$ cat config.mk
export PLATFORM = sky130hd
export DESIGN_NAME = adpll_loop_ctrl
export DESIGN_NICKNAME = d
export VERILOG_FILES = /design/src/rtl/adpll_loop_ctrl.sv
export SDC_FILE = /design/constraint.sdc
export NUM_CORES = 1
export LEC_CHECK = 0
export ABC_AREA = 1
export CAP_MARGIN = 10
export CORE_MARGIN = 2
export CORE_UTILIZATION = 38
export DETAILED_ROUTE_END_ITERATION = 8
export PLACE_DENSITY = 0.59
export SYNTH_ARGS = -nofsm -noshare
export SYNTH_HDL_FRONTEND = slang
export SYNTH_SLANG_ARGS = --single-unit
$ cat constraint.sdc
create_clock -name clk -period 11.8 [get_ports clk]
set_input_delay 1.77 -clock clk [delete_from_list [all_inputs] [get_ports clk]]
set_output_delay 1.77 -clock clk [all_outputs]
set_load 0.005 [all_outputs]
$ cat src/rtl/adpll_loop_ctrl.sv
// ADPLL/CDR loop controller: counter-based signed phase detector, shift-gain
// PI filter with saturating integrator, and a lock detector.
module adpll_loop_ctrl #(
  parameter int ERR_W   = 8,
  parameter int CTRL_W  = 10,
  parameter int FRAC_W  = 4,
  parameter int GAIN_W  = 4,
  parameter int LOCK_CW = 6
) (
  input  logic               clk,
  input  logic               rst_n,
  input  logic               clr,
  input  logic               ref_edge,
  input  logic               fb_edge,
  input  logic [GAIN_W-1:0]  alpha_sh,
  input  logic [GAIN_W-1:0]  beta_sh,
  input  logic [ERR_W-2:0]   lock_tol,
  input  logic [LOCK_CW-1:0] lock_cnt,
  output logic [ERR_W-1:0]   phase_err,
  output logic               err_valid,
  output logic [CTRL_W-1:0]  ctrl_word,
  output logic               ctrl_valid,
  output logic               locked,
  output logic               lock_lost
);

  localparam int ACC_W = CTRL_W + FRAC_W;
  localparam logic [ERR_W-2:0]   CNT_MAX  = '1;
  localparam logic [ERR_W-2:0]   CNT_ONE  = 1;
  localparam logic [LOCK_CW-1:0] LOCK_ONE = 1;
  localparam logic [ACC_W-1:0]   ACC_MAX  = {1'b0, {(ACC_W-1){1'b1}}};
  localparam logic [ACC_W-1:0]   ACC_MIN  = {1'b1, {(ACC_W-1){1'b0}}};

  typedef enum logic [1:0] {PD_IDLE, PD_REF_LEAD, PD_FB_LEAD} pd_state_t;
  typedef enum logic [1:0] {LK_UNLOCKED, LK_LOCKING, LK_LOCKED} lk_state_t;

  pd_state_t          pd_state;
  lk_state_t          lk_state;
  logic [ERR_W-2:0]   cnt;
  logic               start;
  logic               err_slip;
  logic [ACC_W-1:0]   integ;
  logic [LOCK_CW-1:0] lcnt;

  // Feedback edges are meaningless until the reference has been seen once.
  logic             fb_qual;
  logic [ERR_W-2:0] cnt_inc;
  logic [ERR_W-1:0] err_pos;
  logic [ERR_W-1:0] err_neg;
  logic [ERR_W-1:0] err_max_pos;
  logic [ERR_W-1:0] err_max_neg;

  assign fb_qual     = fb_edge & start;
  assign cnt_inc     = (cnt == CNT_MAX) ? CNT_MAX : cnt + CNT_ONE;
  assign err_pos     = {1'b0, cnt_inc};
  assign err_neg     = '0 - err_pos;
  assign err_max_pos = {1'b0, CNT_MAX};
  assign err_max_neg = '0 - err_max_pos;

  always_ff @(posedge clk or negedge rst_n) begin
    if (!rst_n) begin
      pd_state  <= PD_IDLE;
      cnt       <= '0;
      start     <= 1'b0;
      phase_err <= '0;
      err_valid <= 1'b0;
      err_slip  <= 1'b0;
    end else if (clr) begin
      pd_state  <= PD_IDLE;
      cnt       <= '0;
      start     <= 1'b0;
      phase_err <= '0;
      err_valid <= 1'b0;
      err_slip  <= 1'b0;
    end else begin
      err_valid <= 1'b0;
      err_slip  <= 1'b0;
      if (ref_edge) start <= 1'b1;
      case (pd_state)
        PD_IDLE: begin
          if (ref_edge && fb_qual) begin
            phase_err <= '0;
            err_valid <= 1'b1;
          end else if (ref_edge) begin
            pd_state <= PD_REF_LEAD;
            cnt      <= '0;
          end else if (fb_qual) begin
            pd_state <= PD_FB_LEAD;
            cnt      <= '0;
          end
        end
        PD_REF_LEAD: begin
          if (fb_qual) begin
            phase_err <= err_pos;
            err_valid <= 1'b1;
            cnt       <= '0;
            pd_state  <= ref_edge ? PD_REF_LEAD : PD_IDLE;
          end else if (ref_edge) begin
            phase_err <= err_max_pos;
            err_valid <= 1'b1;
            err_slip  <= 1'b1;
            cnt       <= '0;
          end else begin
            cnt <= cnt_inc;
          end
        end
        PD_FB_LEAD: begin
          if (ref_edge) begin
            phase_err <= err_neg;
            err_valid <= 1'b1;
            cnt       <= '0;
            pd_state  <= fb_qual ? PD_FB_LEAD : PD_IDLE;
          end else if (fb_qual) begin
            phase_err <= err_max_neg;
            err_valid <= 1'b1;
            err_slip  <= 1'b1;
            cnt       <= '0;
          end else begin
            cnt <= cnt_inc;
          end
        end
        default: pd_state <= PD_IDLE;
      endcase
    end
  end

  function automatic logic [ACC_W-1:0] sat_acc(input logic [ACC_W:0] v);
    if (v[ACC_W] != v[ACC_W-1]) sat_acc = v[ACC_W] ? ACC_MIN : ACC_MAX;
    else                        sat_acc = v[ACC_W-1:0];
  endfunction

  // Error scaled into accumulator units; arithmetic shifts floor toward -inf.
  logic [ACC_W-1:0] e_sx;
  logic [ACC_W-1:0] e_int;
  logic [ACC_W-1:0] e_prop;
  logic [ACC_W:0]   integ_sum;
  logic [ACC_W-1:0] integ_new;
  logic [ACC_W:0]   filt_sum;
  logic [ACC_W-1:0] filt;

  assign e_sx      = {{(ACC_W-ERR_W){phase_err[ERR_W-1]}}, phase_err} << FRAC_W;
  assign e_int     = $signed(e_sx) >>> alpha_sh;
  assign e_prop    = $signed(e_sx) >>> beta_sh;
  assign integ_sum = {integ[ACC_W-1], integ} + {e_int[ACC_W-1], e_int};
  assign integ_new = (alpha_sh == '1) ? integ : sat_acc(integ_sum);
  assign filt_sum  = {integ_new[ACC_W-1], integ_new} + {e_prop[ACC_W-1], e_prop};
  assign filt      = sat_acc(filt_sum);

  always_ff @(posedge clk or negedge rst_n) begin
    if (!rst_n) begin
      integ      <= '0;
      ctrl_word  <= '0;
      ctrl_valid <= 1'b0;
    end else if (clr) begin
      integ      <= '0;
      ctrl_word  <= '0;
      ctrl_valid <= 1'b0;
    end else begin
      ctrl_valid <= err_valid;
      if (err_valid) begin
        integ     <= integ_new;
        ctrl_word <= filt[ACC_W-1:FRAC_W];
      end
    end
  end

  logic [ERR_W-1:0]   err_abs;
  logic               in_tol;
  logic [LOCK_CW-1:0] lock_need;
  logic [LOCK_CW-1:0] lcnt_inc;

  assign err_abs   = phase_err[ERR_W-1] ? ('0 - phase_err) : phase_err;
  assign in_tol    = !err_slip && (err_abs <= {1'b0, lock_tol});
  assign lock_need = (lock_cnt == '0) ? LOCK_ONE : lock_cnt;
  assign lcnt_inc  = lcnt + LOCK_ONE;

  always_ff @(posedge clk or negedge rst_n) begin
    if (!rst_n) begin
      lk_state  <= LK_UNLOCKED;
      lcnt      <= '0;
      locked    <= 1'b0;
      lock_lost <= 1'b0;
    end else if (clr) begin
      lk_state  <= LK_UNLOCKED;
      lcnt      <= '0;
      locked    <= 1'b0;
      lock_lost <= 1'b0;
    end else begin
      lock_lost <= 1'b0;
      if (err_valid) begin
        case (lk_state)
          LK_UNLOCKED: begin
            if (in_tol) begin
              lcnt <= LOCK_ONE;
              if (lock_need <= LOCK_ONE) begin
                lk_state <= LK_LOCKED;
                locked   <= 1'b1;
              end else begin
                lk_state <= LK_LOCKING;
              end
            end
          end
          LK_LOCKING: begin
            if (in_tol) begin
              lcnt <= lcnt_inc;
              // >= so a live reduction of lock_cnt still completes the lock.
              if (lcnt_inc >= lock_need) begin
                lk_state <= LK_LOCKED;
                locked   <= 1'b1;
              end
            end else begin
              lk_state <= LK_UNLOCKED;
              lcnt     <= '0;
            end
          end
          LK_LOCKED: begin
            if (!in_tol) begin
              lk_state  <= LK_UNLOCKED;
              lcnt      <= '0;
              locked    <= 1'b0;
              lock_lost <= 1'b1;
            end
          end
          default: lk_state <= LK_UNLOCKED;
        endcase
      end
    end
  end

endmodule

==> flow_metrics.env <==
export IMPL_grt_util_all_layers=0.185
export IMPL_post_route_drc_count=0
export IMPL_ant_nets=0
export IMPL_ys_flop_type="dfrtp_1"
export IMPL_antenna_found_initial=0
export IMPL_diodes=0
export IMPL_post_route_min_period_ns=6.88
export IMPL_drtIter0Drc=387
export IMPL_fmax_mhz=145
export IMPL_synthTopCellsByArea="dfrtp_1, nand2_1, ha_1"
export IMPL_dieHeight_um=125
export IMPL_h_tree_depth=2
export IMPL_cts_repair_resized=0
export IMPL_ioPinCount=48
export IMPL_max_stage_delay_ns=0.73
export IMPL_start_util=0.385
export IMPL_synth_edf_count=0
export IMPL_wl_um=14300
export IMPL_grt_overflow_total=0
export IMPL_finalCritPeriodShare=0.583
export IMPL_postSynthAreaPerCell_um2=6.61
export IMPL_cp_num_buf_inv=6
export IMPL_synth_area_um2=5540
export IMPL_p_leak_nw=3.16
export IMPL_syn_inst=838
export IMPL_dpl_worst_slack_ns=4.64
export IMPL_hold_path_class="register to register"
export IMPL_synth_common_cells="nand2_1, inv_1, o21ai_0"
export IMPL_avgViaCountPerCell=5.07
export IMPL_final_area_um2=6360
export IMPL_fin_ws_ns=4.92
export IMPL_postSynthNetCount=916
export IMPL_status="completed"
export IMPL_crit_start="alpha_sh[0]"
export IMPL_grt_max_degree=56
export IMPL_yosys_area_share_adder=0.119
export IMPL_clock_sinks=55
export IMPL_cellPowerDensity_nw_per_um2=152
export IMPL_worstPathRequired_ns=11.99
export IMPL_ys_ff_latch=55
export IMPL_worstHoldStart="ctrl_word[4]$_DFFE_PN0N_"
export IMPL_area_delta_synth_final_pct=14.9
export IMPL_setup_violations=0
export IMPL_coreArea_um2=14400
export IMPL_synth_simple_area_share=0.299
export IMPL_place_area_um2=6220
export IMPL_synth_top_area_share=0.249
export IMPL_synth_cell_types=51
export IMPL_ys_async_sr_fraction=1.00
export IMPL_routedWlPerCell_um=13.4
export IMPL_grt_pass1_wl_um=24300
export IMPL_firstDrtPassIters=5
export IMPL_rsz0062_at_grt="no"
export IMPL_crit_slowest_cell="clkdlybuf4s50_1"
export IMPL_tritoncts="yes"
export IMPL_synth_xor_area_frac=0.0364
export IMPL_insertion_delay_ns=0.30
export IMPL_peakVddDrop_mv=0.0774
export IMPL_slew_limit_headroom=0.497
export IMPL_num_rows=44
export IMPL_final_nets=963
export IMPL_drive_gt1_frac=0.0474
export IMPL_worstReg2RegStart="phase_err[4]$_DFFE_PN0P_"
export IMPL_drv_slew=0
export IMPL_place_congestion=0.875
export IMPL_yosysTopAreaCell="dfrtp_1"
export IMPL_report_final_hold_viol_count=0
export IMPL_path_class="input port to register"
export IMPL_cpMostUsedCell="nand2_1"
export IMPL_cts_clk_slew_worst_paths_ns=0.07
export IMPL_synth_area_mux_share=0.00362
export IMPL_finClkSkew_ns=0.00698
export IMPL_end_kind="register"
export IMPL_cts_setup_buffers=0
export IMPL_yosysWarningCount=0
export IMPL_dp_hpwl_um=11400
export IMPL_synth_compound_area_frac=0.197
export IMPL_critPathArrivalTime_ns=7.07
export IMPL_r2r_setup_slack_ns=6.55
export IMPL_cts_root_buf="clkbuf_16"
export IMPL_crit_path_start_kind="input port"
export IMPL_cts_hold_buffers_added=0
export IMPL_fp_dieW_um=125
export IMPL_synth_seq_area_share=0.249
export IMPL_drv_cap=0
export IMPL_via_count=5421
export IMPL_grt_pass1_vias=5134
export IMPL_tns_ns=0
export IMPL_io_buffers=47
export IMPL_cp_top_family="compound AO/OA/AOI/OAI gates"
export IMPL_dieArea_um2=15500
export IMPL_synth_top_family_by_area="simple AND/OR/NAND/NOR gates"
export IMPL_final_util=0.443
export IMPL_worst_slew_pin_slew_ns=0.752
export IMPL_cts_buffers=5
export IMPL_cts_buffer_depth=2
export IMPL_path_max_fanout=16
export IMPL_yosysMostFrequentCell="nand2_1"
power by group:
group / internal (W) / switching, W / leakage (nW)
logic: 0.000219 / 0.000338 / 2.35
clock network: 0.0000787 / 0.0000713 / 0.0669
registers: 0.000224 / 0.0000356 / 0.749
total: 0.000521 / 0.000445 / 3.16
cell families (layout without fill, tap and decap cells):
kind of cell    Yosys count  in the layout
compound gates          186            186
flops                    55             55
xor+xnor                 23             23
mux                       2              2
fa+ha+maj                52             52
simple gates            379            379
buf+inv                 141            189
flip-flops by register name, indices dropped and copies added (netlist names), 2 cells and up:
register,cells
integ,14
ctrl_word,10
phase_err,8
cnt,7
lcnt,6
lk_state,2
pd_state,2
metrics by stage:
| stage | total power, W | hold slack [ns] | instances |
|---|---|---|---|
| 2_1_floorplan | 0.000653 | 0.463 | 838 |
| 3_3_place_gp | 0.000822 | 0.471 | 1062 |
| 3_5_place_dp | 0.000816 | 0.467 | 1062 |
| 4_1_cts | 0.000971 | 0.489 | 1070 |
| 5_1_grt | 0.00106 | 0.516 | 1070 |
| 6_report | 0.000966 | 0.480 | 1070 |
area by class of cell:
cell class                 instances  area, um^2
clock inverter                     2        12.5
clock buffer                       6         129
multi-input combinational        642        3630
tap                              184         230
timing repair buffer              51         495
fill                            1501        8010
sequential                        55        1380
inverter                         130         490
worst min-delay path: stages, from the launching register on:
cell     delay, ns
dfrtp_1       0.34
nand2_1       0.05
nand2_1       0.06
final timing paths:
path / to / depth (start not counted)
max reg2reg: ctrl_word[2]$_DFFE_PN0N_ / 34
max in group asynchronous: integ[2]$_DFFE_PN0N_ / 2
max: ctrl_word[2]$_DFFE_PN0N_ / 35
min reg2reg: ctrl_word[4]$_DFFE_PN0N_ / 2
min: ctrl_word[4]$_DFFE_PN0N_ / 2
min in group asynchronous: cnt[5]$_DFFE_PN0P_ / 2
cells in the final DEF (no fill, tap or decap), types with 4 or more instances in the layout:
cell type,Yosys,final
nand2_1,218,218
inv_1,126,126
o21ai_0,79,79
nor2_1,64,64
dfrtp_1,55,55
ha_1,51,51
nand3_1,48,48
clkdlybuf4s50_1,0,46
a21oi_1,44,44
o22ai_1,17,17
xor2_1,14,14
nor3_1,13,13
nand2_2,10,10
xnor2_1,9,9
nand2_4,6,6
o21a_1,5,5
o21bai_1,5,5
clkbuf_16,0,5
nand4_1,4,4
buf_4,0,4
metal layers:
layer	part of all wire	track usage	vias up
met5	0	0	-
met4	0.014	0.0502	0
met3	0.030	0.0172	13
met2	0.45	0.306	96
met1	0.51	0.260	2436
li1	-	-	2876
(Power assumes the default switching activity.)
